===== config.mk =====
export PLATFORM = sky130hd
export DESIGN_NAME = id_ex_operand_stage
export DESIGN_NICKNAME = d
export VERILOG_FILES = /design/src/rtl/pipeline_pkg.sv /design/src/rtl/operand_fwd_mux.sv /design/src/rtl/id_ex_operand_stage.sv
export SDC_FILE = /design/constraint.sdc
export NUM_CORES = 1
export LEC_CHECK = 0
export CAP_MARGIN = 30
export CELL_PAD_IN_SITES_DETAIL_PLACEMENT = 0
export CELL_PAD_IN_SITES_GLOBAL_PLACEMENT = 1
export CORE_AREA = 2 2 148 150
export CTS_CLUSTER_DIAMETER = 30
export CTS_CLUSTER_SIZE = 40
export DETAILED_ROUTE_END_ITERATION = 8
export DIE_AREA = 0 0 150 152
export DONT_BUFFER_PORTS = 1
export PLACE_DENSITY = 0.78
export SYNTH_ARGS = -nofsm -noshare
export SYNTH_HDL_FRONTEND = slang
export SYNTH_HIERARCHICAL = 1
export SYNTH_SLANG_ARGS = --single-unit

===== constraint.sdc =====
create_clock -name clk -period 3.8 [get_ports clk]
set_input_delay 0.38 -clock clk [delete_from_list [all_inputs] [get_ports clk]]
set_output_delay 0.38 -clock clk [all_outputs]
set_load 0.03 [all_outputs]

===== src/rtl/pipeline_pkg.sv =====
// Shared pipeline constants: R15 handling, IR field positions for load
// detection, and the NOP encoding used for bubbles.
package pipeline_pkg;

  localparam int unsigned DW_DEF      = 32;
  localparam int unsigned AW_DEF      = 4;
  localparam logic [3:0]  REG_PC      = 4'd15;
  localparam int unsigned PC_OFFSET   = 8;

  localparam int unsigned IR_CLASS_HI = 27;
  localparam int unsigned IR_CLASS_LO = 26;
  localparam int unsigned IR_L_BIT    = 20;
  localparam int unsigned IR_RD_HI    = 15;
  localparam int unsigned IR_RD_LO    = 12;

  localparam logic [1:0]  CLASS_LDST  = 2'b01;
  localparam logic [31:0] NOP_IR      = 32'h0;

endpackage


===== src/rtl/operand_fwd_mux.sv =====
// Per-source operand selector: R15 reads as PC+offset, otherwise the
// youngest matching in-flight result (EX, then MEM, then WB) beats the
// register file.
module operand_fwd_mux #(
  parameter int unsigned DW        = 32,
  parameter int unsigned AW        = 4,
  parameter int unsigned PC_OFFSET = 8
) (
  input  logic [AW-1:0] addr,
  input  logic [DW-1:0] rf_data,
  input  logic [DW-1:0] pc,
  input  logic          fx_we,
  input  logic [AW-1:0] fx_addr,
  input  logic [DW-1:0] fx_data,
  input  logic          fm_we,
  input  logic [AW-1:0] fm_addr,
  input  logic [DW-1:0] fm_data,
  input  logic          fw_we,
  input  logic [AW-1:0] fw_addr,
  input  logic [DW-1:0] fw_data,
  output logic [DW-1:0] operand
);
  import pipeline_pkg::*;

  // Priority select; R15 is never forwarded.
  always_comb begin
    operand = rf_data;
    if (addr == AW'(REG_PC)) begin
      operand = pc + DW'(PC_OFFSET);
    end else if (fx_we && (fx_addr == addr)) begin
      operand = fx_data;
    end else if (fm_we && (fm_addr == addr)) begin
      operand = fm_data;
    end else if (fw_we && (fw_addr == addr)) begin
      operand = fw_data;
    end
  end

endmodule


===== src/rtl/id_ex_operand_stage.sv =====
// ID/EX pipeline register feeding the shifter/ALU. Captures IR, PC and
// forwarded Rn/Rm operands. Load-use bubble insertion is built only when
// the macro ID_EX_LOAD_USE_EN is defined; otherwise hazard_stall is 0.
module id_ex_operand_stage #(
  parameter int unsigned DW        = 32,
  parameter int unsigned AW        = 4,
  parameter int unsigned PC_OFFSET = pipeline_pkg::PC_OFFSET
) (
  input  logic          clk,
  input  logic          reset_n,
  input  logic          stall,
  input  logic          flush,
  input  logic          id_valid,
  input  logic [DW-1:0] id_ir,
  input  logic [DW-1:0] id_pc,
  input  logic [AW-1:0] id_rn_addr,
  input  logic [AW-1:0] id_rm_addr,
  input  logic          id_rn_used,
  input  logic          id_rm_used,
  input  logic [DW-1:0] id_rn_data,
  input  logic [DW-1:0] id_rm_data,
  input  logic          fx_we,
  input  logic [AW-1:0] fx_addr,
  input  logic [DW-1:0] fx_data,
  input  logic          fm_we,
  input  logic [AW-1:0] fm_addr,
  input  logic [DW-1:0] fm_data,
  input  logic          fw_we,
  input  logic [AW-1:0] fw_addr,
  input  logic [DW-1:0] fw_data,
  output logic          hazard_stall,
  output logic          ex_valid,
  output logic [DW-1:0] ex_ir,
  output logic [DW-1:0] ex_pc,
  output logic [DW-1:0] ex_rn,
  output logic [DW-1:0] ex_rm
);
  import pipeline_pkg::*;

  logic          ex_valid_q, ex_valid_d;
  logic [DW-1:0] ex_ir_q,    ex_ir_d;
  logic [DW-1:0] ex_pc_q,    ex_pc_d;
  logic [DW-1:0] ex_rn_q,    ex_rn_d;
  logic [DW-1:0] ex_rm_q,    ex_rm_d;
  logic [DW-1:0] rn_fwd,     rm_fwd;

  operand_fwd_mux #(.DW(DW), .AW(AW), .PC_OFFSET(PC_OFFSET)) u_rn_mux (
    .addr    (id_rn_addr),
    .rf_data (id_rn_data),
    .pc      (id_pc),
    .fx_we   (fx_we),
    .fx_addr (fx_addr),
    .fx_data (fx_data),
    .fm_we   (fm_we),
    .fm_addr (fm_addr),
    .fm_data (fm_data),
    .fw_we   (fw_we),
    .fw_addr (fw_addr),
    .fw_data (fw_data),
    .operand (rn_fwd)
  );

  operand_fwd_mux #(.DW(DW), .AW(AW), .PC_OFFSET(PC_OFFSET)) u_rm_mux (
    .addr    (id_rm_addr),
    .rf_data (id_rm_data),
    .pc      (id_pc),
    .fx_we   (fx_we),
    .fx_addr (fx_addr),
    .fx_data (fx_data),
    .fm_we   (fm_we),
    .fm_addr (fm_addr),
    .fm_data (fm_data),
    .fw_we   (fw_we),
    .fw_addr (fw_addr),
    .fw_data (fw_data),
    .operand (rm_fwd)
  );

`ifdef ID_EX_LOAD_USE_EN
  logic          ex_is_load;
  logic [AW-1:0] ex_rd;
  logic          load_use;

  // A load in EX whose destination is read by the valid decoded instruction.
  always_comb begin
    ex_is_load = ex_valid_q
               && (ex_ir_q[IR_CLASS_HI:IR_CLASS_LO] == CLASS_LDST)
               && ex_ir_q[IR_L_BIT];
    ex_rd      = AW'(ex_ir_q[IR_RD_HI:IR_RD_LO]);
    load_use   = 1'b0;
    if (ex_is_load && id_valid && (ex_rd != AW'(REG_PC))) begin
      load_use = (id_rn_used && (id_rn_addr == ex_rd))
              || (id_rm_used && (id_rm_addr == ex_rd));
    end
  end

  assign hazard_stall = load_use && !stall && !flush;
`else
  logic unused_src_used;
  assign unused_src_used = id_rn_used ^ id_rm_used;
  assign hazard_stall    = 1'b0;
`endif

  // Next-state selection: flush, then stall hold, then bubble, then load.
  always_comb begin
    ex_valid_d = ex_valid_q;
    ex_ir_d    = ex_ir_q;
    ex_pc_d    = ex_pc_q;
    ex_rn_d    = ex_rn_q;
    ex_rm_d    = ex_rm_q;
    if (flush || (!stall && hazard_stall)) begin
      ex_valid_d = 1'b0;
      ex_ir_d    = DW'(NOP_IR);
      ex_pc_d    = '0;
      ex_rn_d    = '0;
      ex_rm_d    = '0;
    end else if (!stall) begin
      ex_valid_d = id_valid;
      ex_ir_d    = id_ir;
      ex_pc_d    = id_pc;
      ex_rn_d    = rn_fwd;
      ex_rm_d    = rm_fwd;
    end
  end

  // Stage register with synchronous active-low reset.
  always_ff @(posedge clk) begin
    if (!reset_n) begin
      ex_valid_q <= 1'b0;
      ex_ir_q    <= '0;
      ex_pc_q    <= '0;
      ex_rn_q    <= '0;
      ex_rm_q    <= '0;
    end else begin
      ex_valid_q <= ex_valid_d;
      ex_ir_q    <= ex_ir_d;
      ex_pc_q    <= ex_pc_d;
      ex_rn_q    <= ex_rn_d;
      ex_rm_q    <= ex_rm_d;
    end
  end

  assign ex_valid = ex_valid_q;
  assign ex_ir    = ex_ir_q;
  assign ex_pc    = ex_pc_q;
  assign ex_rn    = ex_rn_q;
  assign ex_rm    = ex_rm_q;

endmodule


==> results.md <==
- Status: completed
- Synthesized area per cell: 8.09 µm²
- Reg clk slew, reported paths: 0.07 ns
- RSZ-0062 raised after global routing: no
- Residual DRC: 0
- Rel. slew slack: 28.8%
- Vias in the first global route: 8,193
- Finish-stage setup viols: 0
- Clock group share of total power: 45.0%
- Pwr Density: 410 nW/µm²
- Final min period: 2.22 ns
- IO Pins: 384
- CTS tree: done
- Fin. max-slew vios: 0
- Syn nets: 1,323
- Commonest non-fill, non-tap cell in the layout: nor2_1
- CP Max Fanout: 17
- Initial antenna violation count: 3
- Pint: 0.00257 W
- Hold crit path type: primary input to flop
- Total Neg Setup Slack: 0 ns
- Synthesis warning total: 6
- First-pass GRT wire length: 52,300 µm
- Post-CTS Setup Inserts: 0
- Fin crit share: 58.3%
- Iteration-0 DRC Markers: 625
- Routability Congestion: 0.942
- CTS sink cnt: 129
- Core area: 21,400 µm²
- Worst hold slack: 0.0929 ns
- Ratio of cells with drive above 1 in the final layout: 6.30%
- Final Skew: 0 ns
- Hold Buf Count CTS: 0
- Worst-case clock buffer depth: 2
- CTS Buf Count: 17
- Initial core utilization: 40.4%
- Synth top area share: 29.9%
- Hold Violations, Final: 0
- Max Cap Violations: 0
- Rows: 54
- Remaining Overflow, GRT: 0
- Sw frac: 32.0%
- Hpwl dp: 26,200 µm
- DR WL/cell: 27.9 µm
- Port Buffers: 0
- Final nets: 1,274
- Antenna Nets Post-Route: 0
- Fmax: 451 MHz
- Syn Std Cell Area: 8630 µm²
- Worst setup SP type: primary input
- Endpoint class of the critical path: flop
- DIE HEIGHT: 152 µm
- Mapped Cells: 1,067
- Largest cells by area after synthesis: dfxtp_1 (30%), mux2i_1 (15%), o21ai_0 (6.6%), nor2_1 (6.0%), xnor2_1 (5.3%)
- Total Wirelength: 36,600 µm
- Pre-antenna DRT Iters: 6
- Peak supply drop: 0.000238 V
- Seq pwr share: 40.8%
- Leakage power: 3.51 nW
- CP arrival: 2.57 ns
- Most frequent cells in the layout: nor2_1 (137), mux2i_1 (129), dfxtp_1 (129), o21ai_0 (114)
- Die area: 22,800 µm²
- Worst Tran Pin Value: 1.07 ns
- Worst EP required: 4.15 ns
- #FFs+latches synth: 129
- Cell taking the most area after synthesis: dfxtp_1
- Largest net degree at the start of global routing: 130
- Die width: 150 µm
- Clk Latency, worst-skew pair: 0.42 ns
- Comb pwr share: 14.2%
- Sw Pwr: 0.00121 W
- Routed vias/inst: 6.41
- Post-synth cell types: 45
- DR vias: 8,424
- Seq/Total Area, Yosys: 29.9%
- Critical setup path kind: primary input to flop
- Post-CTS sizing: 0
- Area delta synth->final: 6.80%
- Clock H-tree levels: 4
- Clock Tree Root: clkbuf_16
- Gr usage total: 30.6%
[worst paths after layout]
check / from / endpoint / slack, ns / depth (start not counted)
worst max register to register: ex_rm[30] / ex_rm[30] / 2.93 / 2
worst min register to register: ex_pc[22] / ex_pc[22] / 0.66 / 2
worst min-delay path: id_pc[10] / ex_pc[10] / 0.09 / 2
worst max-delay path: id_rn_addr[2] / ex_rn[6] / 1.58 / 7
[cells in the mapped netlist (all sizes together)]
cell type,instances
nor2,139
dfxtp,129
mux2i,129
o21ai,114
and3,54
clkbuf,54
nand3,54
xnor2,52
a211oi,46
nand2,44
a22oi,32
buf,30
nor3,26
o21a,20
o211ai,18
a21oi,16
nand4,16
inv,14
a221o,8
nor4,8
or3,8
or4,8
and2,6
or2,6
a211o,4
a311o,4
a32oi,4
and4,4
o31a,4
xor2,4
a21boi,2
a31oi,2
ha,2
o311ai,2
o31ai,2
conb,1
nand2b,1
[worst max-delay path: stages]
cell	delay, ns
and4_1	0.47
nor3_4	0.79
buf_4	0.39
a22oi_1	0.16
o21ai_0	0.16
mux2i_1	0.10
nor2_1	0.09
[flip-flops by register name (all words and copies together), names as in the netlist]
register	count
ex_ir	32
ex_pc	32
ex_rm	32
ex_rn	32
ex_valid	1
[metal layers]
metal,vias to the layer above,GRT usage [%],part of all wire [%]
li1,3822,-,-
met1,4019,35.2,36
met2,514,53.3,49
met3,69,10.2,12
met4,0,9.70,2.4
met5,-,0,0
[power groups by stage]
stage	registers, W	logic, W	clock network (W)
2_1_floorplan	0.00156	0.000452	0
3_3_place_gp	0.00157	0.000518	0
3_5_place_dp	0.00157	0.000526	0
4_1_cts	0.00154	0.000528	0.00172
5_1_grt	0.00155	0.000579	0.00178
6_report	0.00154	0.000535	0.00170
[cells by family (layout without fill, tap and decap cells)]
logic type	after synthesis	count (layout)	share of synthesized area (%)
other	1	5	0.0435
AND/OR/NAND/NOR	374	374	21.2
buffers and inverters	98	62	6.93
XOR/XNOR	56	56	5.69
adder cells (fa/ha/maj)	2	2	0.290
multiplexers	129	129	15.0
flip-flops	129	129	29.9
AO/OA/AOI/OAI	278	278	21.0
[cell type report]
| cell class | count | area, µm² |
|---|---|---|
| antenna | 4 | 10.0 |
| clock buffer | 17 | 425 |
| clock inverter | 15 | 166 |
| fill | 2245 | 12100 |
| inverter | 14 | 52.6 |
| multi-input combinational | 840 | 5510 |
| sequential | 129 | 2580 |
| tap | 280 | 350 |
| timing repair buffer | 16 | 120 |
[stage by stage]
stage | worst slack, ns | total power, W | instance area (µm²) | instances | utilization (%)
3_5_place_dp | 1.21 | 0.00210 | 8610 | 1279 | 40.3
3_3_place_gp | 1.23 | 0.00209 | 8610 | 1279 | 40.3
4_1_cts | 1.66 | 0.00379 | 9200 | 1311 | 43.1
6_report | 1.58 | 0.00378 | 9210 | 1315 | 43.2
5_1_grt | 1.55 | 0.00390 | 9210 | 1312 | 43.1
2_1_floorplan | 1.74 | 0.00201 | 8630 | 1067 | -
(Power assumes the default switching activity.)
